`config.mk`:
```
export PLATFORM = sky130hd
export DESIGN_NAME = fp_addsub_seq
export DESIGN_NICKNAME = d
export VERILOG_FILES = /design/src/rtl/fp_addsub_seq.sv
export SDC_FILE = /design/constraint.sdc
export NUM_CORES = 1
export LEC_CHECK = 0
export ABC_CLOCK_PERIOD_IN_PS = 14000
export CORE_MARGIN = 10
export CORE_UTILIZATION = 25
export CTS_BUF_LIST = sky130_fd_sc_hd__clkbuf_16
export DETAILED_ROUTE_END_ITERATION = 7
export HOLD_SLACK_MARGIN = 0.02
export PLACE_DENSITY = 0.4
export SLEW_MARGIN = 20
export SYNTH_ARGS = -nofsm -noshare
export SYNTH_HDL_FRONTEND = slang
export SYNTH_SLANG_ARGS = --single-unit
```
`constraint.sdc`:
```
create_clock -name clock -period 14 [get_ports clock]
set_input_delay 1.4 -clock clock [delete_from_list [all_inputs] [get_ports clock]]
set_output_delay 1.4 -clock clock [all_outputs]
set_load 0.02 [all_outputs]
```
`src/rtl/fp_addsub_seq.sv`:
```
// Multi-cycle IEEE-754-style floating-point adder/subtractor with valid/ready
// handshakes, full special-value handling, round-to-nearest-even and exception flags.
module fp_addsub_seq #(
  parameter int EXP_W = 8,
  parameter int MAN_W = 7
) (
  input  logic                   clock,
  input  logic                   n_reset,
  input  logic                   in_valid,
  output logic                   in_ready,
  input  logic [EXP_W+MAN_W:0]   a,
  input  logic [EXP_W+MAN_W:0]   b,
  input  logic                   op_sub,
  output logic                   out_valid,
  input  logic                   out_ready,
  output logic [EXP_W+MAN_W:0]   result,
  output logic [3:0]             flags
);
  localparam int W  = 1 + EXP_W + MAN_W;
  localparam int XW = MAN_W + 4;   // hidden + fraction + guard/round/sticky
  localparam int SW = MAN_W + 5;   // XW plus carry
  localparam int unsigned SHIFT_MAX = MAN_W + 3;
  localparam logic [EXP_W-1:0] EXP_ONES = '1;
  localparam logic [EXP_W:0]   EXP_INF  = {1'b0, EXP_ONES};
  localparam logic [W-1:0]     QNAN     = {1'b0, EXP_ONES, 1'b1, {(MAN_W-1){1'b0}}};

  typedef enum logic [2:0] {IDLE, UNPACK, ALIGN, ADD, NORM, ROUND, DONE} state_t;
  state_t state, next_state;

  logic [W-1:0]     a_q, b_q;
  logic             sub_q;
  logic [EXP_W:0]   exp_r;
  logic [XW-1:0]    big_x, small_x, norm_r;
  logic [SW-1:0]    sum_r;
  logic             same_r, zneg_r, sign_big_r, sign_r;

  // Operand classification
  logic               sign_a, sign_b;
  logic [EXP_W-1:0]   expf_a, expf_b, exp_a, exp_b;
  logic [MAN_W-1:0]   frac_a, frac_b;
  logic [MAN_W:0]     sig_a, sig_b;
  logic               nan_a, nan_b, snan_a, snan_b, inf_a, inf_b, special;
  logic [W-1:0]       spec_res;
  logic [3:0]         spec_flags;

  always_comb begin
    sign_a  = a_q[W-1];
    sign_b  = b_q[W-1] ^ sub_q;
    expf_a  = a_q[W-2:MAN_W];
    expf_b  = b_q[W-2:MAN_W];
    frac_a  = a_q[MAN_W-1:0];
    frac_b  = b_q[MAN_W-1:0];
    exp_a   = (expf_a == '0) ? EXP_W'(1) : expf_a;
    exp_b   = (expf_b == '0) ? EXP_W'(1) : expf_b;
    sig_a   = {expf_a != '0, frac_a};
    sig_b   = {expf_b != '0, frac_b};
    nan_a   = (expf_a == EXP_ONES) && (frac_a != '0);
    nan_b   = (expf_b == EXP_ONES) && (frac_b != '0);
    snan_a  = nan_a && !frac_a[MAN_W-1];
    snan_b  = nan_b && !frac_b[MAN_W-1];
    inf_a   = (expf_a == EXP_ONES) && (frac_a == '0);
    inf_b   = (expf_b == EXP_ONES) && (frac_b == '0);
    special = nan_a | nan_b | inf_a | inf_b;

    spec_res   = QNAN;
    spec_flags = '0;
    if (nan_a || nan_b) begin
      spec_flags = {snan_a | snan_b, 3'b000};
    end else if (inf_a && inf_b && (sign_a != sign_b)) begin
      spec_flags = 4'b1000;
    end else if (inf_a) begin
      spec_res = {sign_a, EXP_ONES, {MAN_W{1'b0}}};
    end else begin
      spec_res = {sign_b, EXP_ONES, {MAN_W{1'b0}}};
    end
  end

  // Alignment: operands are ordered by magnitude so the subtract never goes negative
  logic               a_ge;
  logic [EXP_W-1:0]   exp_big, exp_small, diff;
  logic [MAN_W:0]     sig_big, sig_small;
  logic [2*XW-1:0]    wide;
  logic [XW-1:0]      small_al;

  always_comb begin
    a_ge      = {exp_a, sig_a} >= {exp_b, sig_b};
    exp_big   = a_ge ? exp_a : exp_b;
    exp_small = a_ge ? exp_b : exp_a;
    sig_big   = a_ge ? sig_a : sig_b;
    sig_small = a_ge ? sig_b : sig_a;
    diff      = exp_big - exp_small;
    wide      = {sig_small, {(XW+3){1'b0}}} >> diff;
    if (32'(diff) > SHIFT_MAX)
      small_al = {{(XW-1){1'b0}}, |sig_small};
    else
      small_al = {wide[2*XW-1:XW+1], wide[XW] | (|wide[XW-1:0])};
  end

  logic [SW-1:0] sum_n;

  always_comb begin
    if (same_r)
      sum_n = {1'b0, big_x} + {1'b0, small_x};
    else
      sum_n = {1'b0, big_x} - {1'b0, small_x};
  end

  // Normalisation; left shift is capped so the exponent never drops below 1
  int unsigned    lzc, lim, sh;
  logic [XW-1:0]  norm_n;
  logic [EXP_W:0] exp_n;

  always_comb begin
    lzc = XW;
    for (int unsigned i = 0; i < XW; i++)
      if (sum_r[i]) lzc = XW - 1 - i;
    lim = 32'(exp_r) - 1;
    sh  = (lzc > lim) ? lim : lzc;
    if (sum_r[SW-1]) begin
      norm_n = {sum_r[SW-1:2], |sum_r[1:0]};
      exp_n  = exp_r + 1'b1;
    end else begin
      norm_n = sum_r[XW-1:0] << sh;
      exp_n  = exp_r - (EXP_W+1)'(sh);
    end
  end

  logic [MAN_W:0]   mant;
  logic [MAN_W+1:0] rnd;
  logic             inc, hid, nx;
  logic [MAN_W-1:0] frac_n;
  logic [EXP_W:0]   exp_f;
  logic [EXP_W-1:0] exp_field;
  logic [W-1:0]     res_n;
  logic [3:0]       flags_n;

  always_comb begin
    mant = norm_r[XW-1:3];
    inc  = norm_r[2] & (norm_r[1] | norm_r[0] | mant[0]);
    rnd  = {1'b0, mant} + {{(MAN_W+1){1'b0}}, inc};
    if (rnd[MAN_W+1]) begin
      hid    = 1'b1;
      frac_n = rnd[MAN_W:1];
      exp_f  = exp_r + 1'b1;
    end else begin
      hid    = rnd[MAN_W];
      frac_n = rnd[MAN_W-1:0];
      exp_f  = exp_r;
    end
    nx        = |norm_r[2:0];
    exp_field = hid ? exp_f[EXP_W-1:0] : '0;
    if (exp_f >= EXP_INF) begin
      res_n   = {sign_r, EXP_ONES, {MAN_W{1'b0}}};
      flags_n = 4'b0101;
    end else begin
      res_n   = {sign_r, exp_field, frac_n};
      flags_n = {2'b00, !hid && nx && (norm_r != '0), nx};
    end
  end

  always_ff @(posedge clock or negedge n_reset) begin
    if (!n_reset) state <= IDLE;
    else          state <= next_state;
  end

  always_comb begin
    next_state = state;
    case (state)
      IDLE:    if (in_valid) next_state = UNPACK;
      UNPACK:  next_state = special ? DONE : ALIGN;
      ALIGN:   next_state = ADD;
      ADD:     next_state = NORM;
      NORM:    next_state = ROUND;
      ROUND:   next_state = DONE;
      DONE:    if (out_valid && out_ready) next_state = IDLE;
      default: next_state = IDLE;
    endcase
  end

  always_comb begin
    in_ready = (state == IDLE);
  end

  // out_valid is registered, so it rises one cycle after DONE is entered
  always_ff @(posedge clock or negedge n_reset) begin
    if (!n_reset) begin
      a_q        <= '0;
      b_q        <= '0;
      sub_q      <= 1'b0;
      exp_r      <= '0;
      big_x      <= '0;
      small_x    <= '0;
      norm_r     <= '0;
      sum_r      <= '0;
      same_r     <= 1'b0;
      zneg_r     <= 1'b0;
      sign_big_r <= 1'b0;
      sign_r     <= 1'b0;
      result     <= '0;
      flags      <= '0;
      out_valid  <= 1'b0;
    end else begin
      case (state)
        IDLE: if (in_valid) begin
          a_q   <= a;
          b_q   <= b;
          sub_q <= op_sub;
          flags <= '0;
        end
        UNPACK: if (special) begin
          result <= spec_res;
          flags  <= spec_flags;
        end
        ALIGN: begin
          exp_r      <= {1'b0, exp_big};
          big_x      <= {sig_big, 3'b000};
          small_x    <= small_al;
          same_r     <= (sign_a == sign_b);
          zneg_r     <= sign_a & sign_b;
          sign_big_r <= a_ge ? sign_a : sign_b;
        end
        ADD: begin
          sum_r  <= sum_n;
          sign_r <= (sum_n == '0) ? zneg_r : sign_big_r;
        end
        NORM: begin
          norm_r <= norm_n;
          exp_r  <= exp_n;
        end
        ROUND: begin
          result <= res_n;
          flags  <= flags_n;
        end
        DONE: out_valid <= !(out_valid && out_ready);
        default: ;
      endcase
    end
  end

endmodule
```
### Word-level counts from Yosys, hierarchy flattened

Cells that the tools add are included.

| word-level totals | value |
|---|---|
| flip-flop bits (word level) | 112 |
| input port bits | 37 |
| output and inout bits | 22 |
| word-level logic and storage cells | 135 |

| cells by class | value |
|---|---|
| $add $sub $neg | 7 |
| $lt $le $gt $ge | 4 |
| equal/unequal tests | 13 |
| shift operators | 2 |
| multiplexer cells | 45 |
| bitwise gates (word level) | 10 |
| reductions and logical operators | 38 |

Operators by type and width:

| operator | count |
|---|---|
| $mux 32 | 11 |
| $mux 16 | 4 |
| $mux 8 | 7 |
| $gt 32x32->1 | 1 |
| $pmux 16 s2 | 1 |
| $shl 11x32->11 | 1 |
| $mux 11 | 2 |
| $shr 22x8->22 | 1 |
| $pmux 3 s7 | 1 |
| $mux 9 | 2 |
| $pmux 9 s2 | 1 |
| $eq 8x8->1 const B | 2 |
| $ge 16x16->1 | 1 |
| $logic_not 8->1 | 2 |
| $mux 4 | 4 |
| $reduce_bool 8->1 | 2 |
| $mux 15 | 1 |
| $logic_not 7->1 | 2 |
| $reduce_bool 7->1 | 2 |
| $add 11x11->12 | 1 |
| $logic_not 12->1 | 1 |
| $mux 12 | 1 |
| $mux 3 | 4 |
| $pmux 4 s3 | 1 |
| 32 further kinds | 63 |

### Depth between registers and ports, before layout

| logic depth | value |
|---|---|
| word-level depth | 16 |
| mapped depth | 26 |
| gate-level depth less buffers | 25 |

### Worst setup path after synthesis

No wires, ideal clock.

| timing path | value |
|---|---|
| path type | register to register |
| start point | register b_q[11] |
| end point | register small_x[0] |
| setup time | 0.076 ns |
| data arrival time | 4.787 ns |
| data required time | 13.924 ns |
| slack | 9.137 ns |
| stages on the path, launching flop included | 22 |
| buffers on the path | 3 |
| clock period less this slack | 4.863 ns |
| path through | dfrtp_1 > or4_1 > o21ba_2 > ha_1 > buf_2 > nand4_1 > o21ba_2 > or2_1 > nand3_1 > buf_2 > buf_1 > a21oi_1 > ha_1 > nor2_1 > nand4_1 > o31ai_2 > xor2_1 > mux2_2 > a211oi_1 > nor4_1 > o22a_1 > o21ai_1 |

| between the ends | value |
|---|---|
| longest elaborated chain between the ends | 9 |
| elaborated cells between the ends (all ways) | 14 |
| those cells by class | add/sub (1); order compare (2); shift (1); mux (5); bitwise (1); reduce/logical (4) |

RTL lines:

| item | line | text |
|---|---|---|
| start, declared | 30 | `logic [W-1:0] a_q, b_q;` |
| start signal, assigned | 188 | `b_q <= '0;` |
| start signal, assigned | 206 | `b_q <= b;` |
| $logic_not 8->1 | 54 | `exp_b = (expf_b == '0) ? EXP_W'(1) : expf_b;` |
| $mux 8 | 54 |  |
| $ge 16x16->1 | 86 | `a_ge = {exp_a, sig_a} >= {exp_b, sig_b};` |
| $mux 8, on equally long branches | 87, 88 |  |
| $sub 8x8->8 | 91 | `diff = exp_big - exp_small;` |
| $shr 22x8->22 | 92 | `wide = {sig_small, {(XW+3){1'b0}}} >> diff;` |
| $reduce_or 11->1 | 96 | `small_al = {wide[2*XW-1:XW+1], wide[XW] \| (\|wide[XW-1:0])};` |
| $or 1x1->1 | 96 |  |
| $mux 11 (*) | 93 | `if (32'(diff) > SHIFT_MAX)` |
| end signal, assigned | 217 | `small_x <= small_al;` |
| end, declared | 33 | `logic [XW-1:0] big_x, small_x, norm_r;` |

Mark *: on every way between the ends. The rest lies on a longest branch, timed or not.
A chain may end at the register's enable or synchronous reset.

### Final worst setup path

Ends and elaborated chain as after synthesis.

==> flow_results.xml <==
<?xml version="1.0" encoding="UTF-8"?>
<metrics>
  <group name="run_status">
    <metric name="outcome" unit="">complete, no violations</metric>
  </group>
  <group name="timing">
    <metric name="final_min_period_over_clock_period" unit="">0.428</metric>
    <metric name="final_setup_violation_count" unit="">0</metric>
    <metric name="final.setup_skew" unit="ns">0.0101</metric>
    <metric name="timing.setup.tns" unit="ns">0</metric>
    <metric name="finalHoldViolations" unit="">0</metric>
    <metric name="slew_violations" unit="">0</metric>
    <metric name="max-slew-margin-rel" unit="">0.313</metric>
    <metric name="final.min_clock_period" unit="ns">5.99</metric>
    <metric name="max_slew.worst_pin.slew" unit="ns">1.02</metric>
    <metric name="fmax" unit="MHz">167</metric>
    <metric name="setup_repair_after_global_routing_missed_its_margin" unit="">no</metric>
  </group>
  <group name="critical_path">
    <metric name="timing.critical_path.from_type" unit="">register</metric>
    <metric name="crit_chain" unit="">or4_1, o21ba_2, ha_1, nand4_1, o21ba_2, or2_1, nand3_1, a21oi_1, ha_1, clkinv_1, and2_1, a211oi_1, a21oi_1, nor4_1, o22a_1, o21ai_1</metric>
    <metric name="rrSetupSlack" unit="ns">8.01</metric>
    <metric name="cpMaxStageDelayCell" unit="">sky130_fd_sc_hd__ha_1</metric>
    <metric name="required" unit="ns">14.24</metric>
    <metric name="crit_path_max_fanout" unit="">21</metric>
    <metric name="worstSetupStartpoint" unit="">b_q[11]</metric>
    <metric name="worst_ep_arrival_time" unit="ns">6.23</metric>
    <metric name="critPathCaptureType" unit="">register</metric>
    <metric name="critPathCapture" unit="">small_x[0]</metric>
    <metric name="worst_path_largest_cell_delay" unit="ns">0.79</metric>
    <metric name="cp.buffers_inverters" unit="">1</metric>
    <metric name="r2r-start" unit="">b_q[11]</metric>
    <metric name="setup.worst_path.class" unit="">reg2reg</metric>
    <metric name="worstSetupPathDepth" unit="">16</metric>
    <metric name="timing.reg2reg.worst_path_depth" unit="">16</metric>
    <metric name="worst_path_dominant_cell_family" unit="">simple AND/OR/NAND/NOR gates</metric>
    <metric name="regToRegEndpoint" unit="">small_x[0]</metric>
  </group>
  <group name="clock_network">
    <metric name="post_cts_hold_buffer_count" unit="">0</metric>
    <metric name="cts.sinks" unit="">112</metric>
    <metric name="ctsRootBufferMaster" unit="">sky130_fd_sc_hd__clkbuf_16</metric>
    <metric name="postCtsSetupRepairBufs" unit="">0</metric>
    <metric name="cts.repair.resized" unit="">0</metric>
    <metric name="clock_tree.htree_level_count" unit="">3</metric>
    <metric name="clock_path_buffers" unit="">2</metric>
    <metric name="clock_latency_reported_for_the_late_side_of_the_worst_skew_pair" unit="ns">0.37</metric>
    <metric name="tritoncts" unit="">built</metric>
    <metric name="path_clk_slew" unit="ns">0.08</metric>
    <metric name="cts_bufs_inserted" unit="">9</metric>
  </group>
  <group name="final_layout">
    <metric name="fillerInstances" unit="">3528</metric>
    <metric name="areaGrowthSynthToFinish" unit="%">15.3</metric>
    <metric name="antennaDiodeCount" unit="">0</metric>
    <metric name="layout_cell_share_with_drive_strength_beyond_1" unit="">0.0673</metric>
    <metric name="fin_area" unit="mm2">0.00953</metric>
    <metric name="utilization" unit="">0.292</metric>
    <metric name="design.final.nets" unit="">1076</metric>
  </group>
  <group name="logic_synthesis">
    <metric name="postSynth.topFlopCell" unit="">sky130_fd_sc_hd__dfrtp_1</metric>
    <metric name="synth.lib_cells_used.distinct" unit="">76</metric>
    <metric name="synth_enable_flop_cells" unit="">0</metric>
    <metric name="postSynthAreaPerCell" unit="um2">8.51</metric>
    <metric name="synth_area" unit="mm2">0.00827</metric>
    <metric name="synth_seq_cells" unit="">112</metric>
    <metric name="synth_cells" unit="">971</metric>
    <metric name="yosysWarnings" unit="">0</metric>
    <metric name="synth_fp_nets" unit="">1056</metric>
    <metric name="synth-async-reset-ratio" unit="">1.00</metric>
    <metric name="ys_seq_area_frac" unit="">0.339</metric>
  </group>
  <group name="global_routing">
    <metric name="grt_start_max_net_pins" unit="">72</metric>
    <metric name="grt_use_total" unit="">0.121</metric>
    <metric name="grt_pass1_vias" unit="">7133</metric>
    <metric name="globalRouteOverflowTotal" unit="">0</metric>
    <metric name="antenna_violations_before_repair" unit="">0</metric>
    <metric name="grt_pass1_wl" unit="um">40200</metric>
  </group>
  <group name="floorplanning">
    <metric name="io_pins" unit="">59</metric>
    <metric name="die_h" unit="um">202</metric>
    <metric name="design.die.area" unit="mm2">0.0407</metric>
    <metric name="floorplan.initialDensity" unit="">0.253</metric>
    <metric name="core" unit="mm2">0.0326</metric>
    <metric name="width_of_the_chip" unit="um">202</metric>
    <metric name="placement_rows" unit="">66</metric>
  </group>
  <group name="routing">
    <metric name="routed_wirelength" unit="um">24700</metric>
    <metric name="route.detailed.wl_per_inst" unit="um">17.2</metric>
    <metric name="detailedRoute.firstPassIterationCount" unit="">5</metric>
    <metric name="detail_route.vias_per_cell" unit="">4.91</metric>
    <metric name="num_vias" unit="">7059</metric>
    <metric name="drc_errors" unit="">0</metric>
    <metric name="detail_route.iter0.violations" unit="">377</metric>
    <metric name="detail-route-antenna-nets" unit="">0</metric>
  </group>
  <group name="run">
    <metric name="max_cap_viol_count" unit="">0</metric>
  </group>
  <group name="placed_design">
    <metric name="dpl_cell_area" unit="mm2">0.00923</metric>
    <metric name="post-dp-hpwl" unit="um">19200</metric>
    <metric name="port-buffer-count" unit="">58</metric>
    <metric name="gp_congestion" unit="">0.878</metric>
  </group>
  <group name="worst_hold_path">
    <metric name="min-delay-path-class" unit="">reg2reg</metric>
  </group>
</metrics>
layout by cell type (no fill, tap or decap), types with 5 or more instances in the layout:
cell	n
sky130_fd_sc_hd__nand2_1	120
sky130_fd_sc_hd__dfrtp_1	112
sky130_fd_sc_hd__nor2_1	82
sky130_fd_sc_hd__o21ai_0	70
sky130_fd_sc_hd__inv_1	58
sky130_fd_sc_hd__clkdlybuf4s50_1	57
sky130_fd_sc_hd__a21oi_1	48
sky130_fd_sc_hd__ha_1	46
sky130_fd_sc_hd__mux2i_1	43
sky130_fd_sc_hd__mux2_2	24
sky130_fd_sc_hd__nor3_1	21
sky130_fd_sc_hd__xnor2_1	21
sky130_fd_sc_hd__nand3_1	18
sky130_fd_sc_hd__a31oi_1	17
sky130_fd_sc_hd__o31ai_1	13
sky130_fd_sc_hd__nand4_1	12
sky130_fd_sc_hd__nor4_1	11
sky130_fd_sc_hd__and3_1	11
sky130_fd_sc_hd__o21a_1	10
sky130_fd_sc_hd__and2_1	9
sky130_fd_sc_hd__nor2b_1	9
sky130_fd_sc_hd__xor2_1	9
sky130_fd_sc_hd__a211oi_1	9
sky130_fd_sc_hd__o22ai_1	9
sky130_fd_sc_hd__o22a_1	9
sky130_fd_sc_hd__a221oi_1	9
sky130_fd_sc_hd__clkbuf_16	9
sky130_fd_sc_hd__nand2b_1	8
sky130_fd_sc_hd__o211ai_1	7
sky130_fd_sc_hd__a22o_1	7
sky130_fd_sc_hd__buf_4	7
sky130_fd_sc_hd__or3_1	6
sky130_fd_sc_hd__o21bai_1	5
sky130_fd_sc_hd__a221o_1	5
worst min-delay path: stages, from the launching register on:
cell                      delay (ns)
sky130_fd_sc_hd__dfrtp_1        0.35
sky130_fd_sc_hd__nand2_1        0.04
sky130_fd_sc_hd__o21ai_0        0.06
Yosys cell counts, drive strengths merged (4+ instances only):
cell type / number / area share
or3: 6 / 0.0045
a221oi: 9 / 0.0095
nor4: 11 / 0.0083
nand4: 12 / 0.0091
o22ai: 9 / 0.0068
o31ai: 16 / 0.016
ha: 46 / 0.070
buf: 14 / 0.0080
nand3: 18 / 0.011
a21oi: 48 / 0.029
a211o: 4 / 0.0042
nand2: 121 / 0.055
a21o: 4 / 0.0036
mux2i: 43 / 0.052
a31oi: 18 / 0.014
mux2: 25 / 0.034
and3: 11 / 0.0083
clkbuf: 41 / 0.019
o22a: 9 / 0.0095
xnor2: 21 / 0.022
o21bai: 5 / 0.0045
and3b: 4 / 0.0042
a22o: 7 / 0.0074
nor3: 24 / 0.017
nor4b: 4 / 0.0042
dfrtp: 112 / 0.34
inv: 56 / 0.025
and2: 10 / 0.0076
xor2: 10 / 0.011
o211ai: 7 / 0.0064
o21a: 10 / 0.0091
a211oi: 10 / 0.011
o21ai: 73 / 0.044
nor2b: 9 / 0.0068
nor2: 83 / 0.038
nand2b: 8 / 0.0061
a221o: 5 / 0.0061
routing by layer:
metal	vias up	GRT usage	share of wire
li1	3540	-	-
met1	3406	0.158	0.49
met2	94	0.201	0.47
met3	19	0.0205	0.028
met4	0	0.0298	0.014
met5	-	0	0
worst min path at each step:
stage / from / to / depth (start not counted)
4_1_cts: zneg_r / zneg_r / 2
2_1_floorplan: zneg_r / zneg_r / 2
6_report: result[0] / result[0] / 2
3_5_place_dp: flags[2] / flags[2] / 2
5_1_grt: flags[1] / flags[1] / 1
3_3_place_gp: flags[2] / flags[2] / 2
through the flow:
| step | std cells | hold WS, ns | setup WS, ns |
|---|---|---|---|
| floorplan | 971 | 0.445 | 9.14 |
| global placement | 1422 | 0.459 | 7.87 |
| detailed placement | 1422 | 0.470 | 7.76 |
| CTS | 1438 | 0.492 | 7.76 |
| global route | 1438 | 0.514 | 7.64 |
| finish | 1438 | 0.480 | 8.01 |
layout make-up:
type	count	area (um2)	share of cell area
multi-input cells	746	5040	0.529
flip-flops and latches	112	2800	0.294
repair buffers	64	623	0.0654
well taps	442	553	0.0580
clock buffers	9	225	0.0236
inverters	58	218	0.0228
clock inverters	7	63.8	0.00670
logic make-up (layout without fill, tap and decap cells):
group / after synthesis / after routing / share of synthesized area
XOR/XNOR: 31 / 31 / 0.0328
AO/OA/AOI/OAI: 264 / 264 / 0.216
AND/OR/NAND/NOR: 332 / 332 / 0.190
buffers and inverters: 113 / 138 / 0.0530
multiplexers: 71 / 71 / 0.0943
flip-flops: 112 / 112 / 0.339
adder cells (fa/ha/maj): 48 / 48 / 0.0745
sequential cells by signal (all words and copies together), names as in the netlist, 8 cells and up:
| signal | flops |
|---|---|
| b_q | 16 |
| result | 16 |
| exp_r | 9 |
| a_q | 16 |
| sum_r | 12 |
| small_x | 11 |
| big_x | 8 |
| norm_r | 11 |
Power is not shown: default switching activity piles up to over one toggle a cycle in this logic, so the estimate is an artifact.
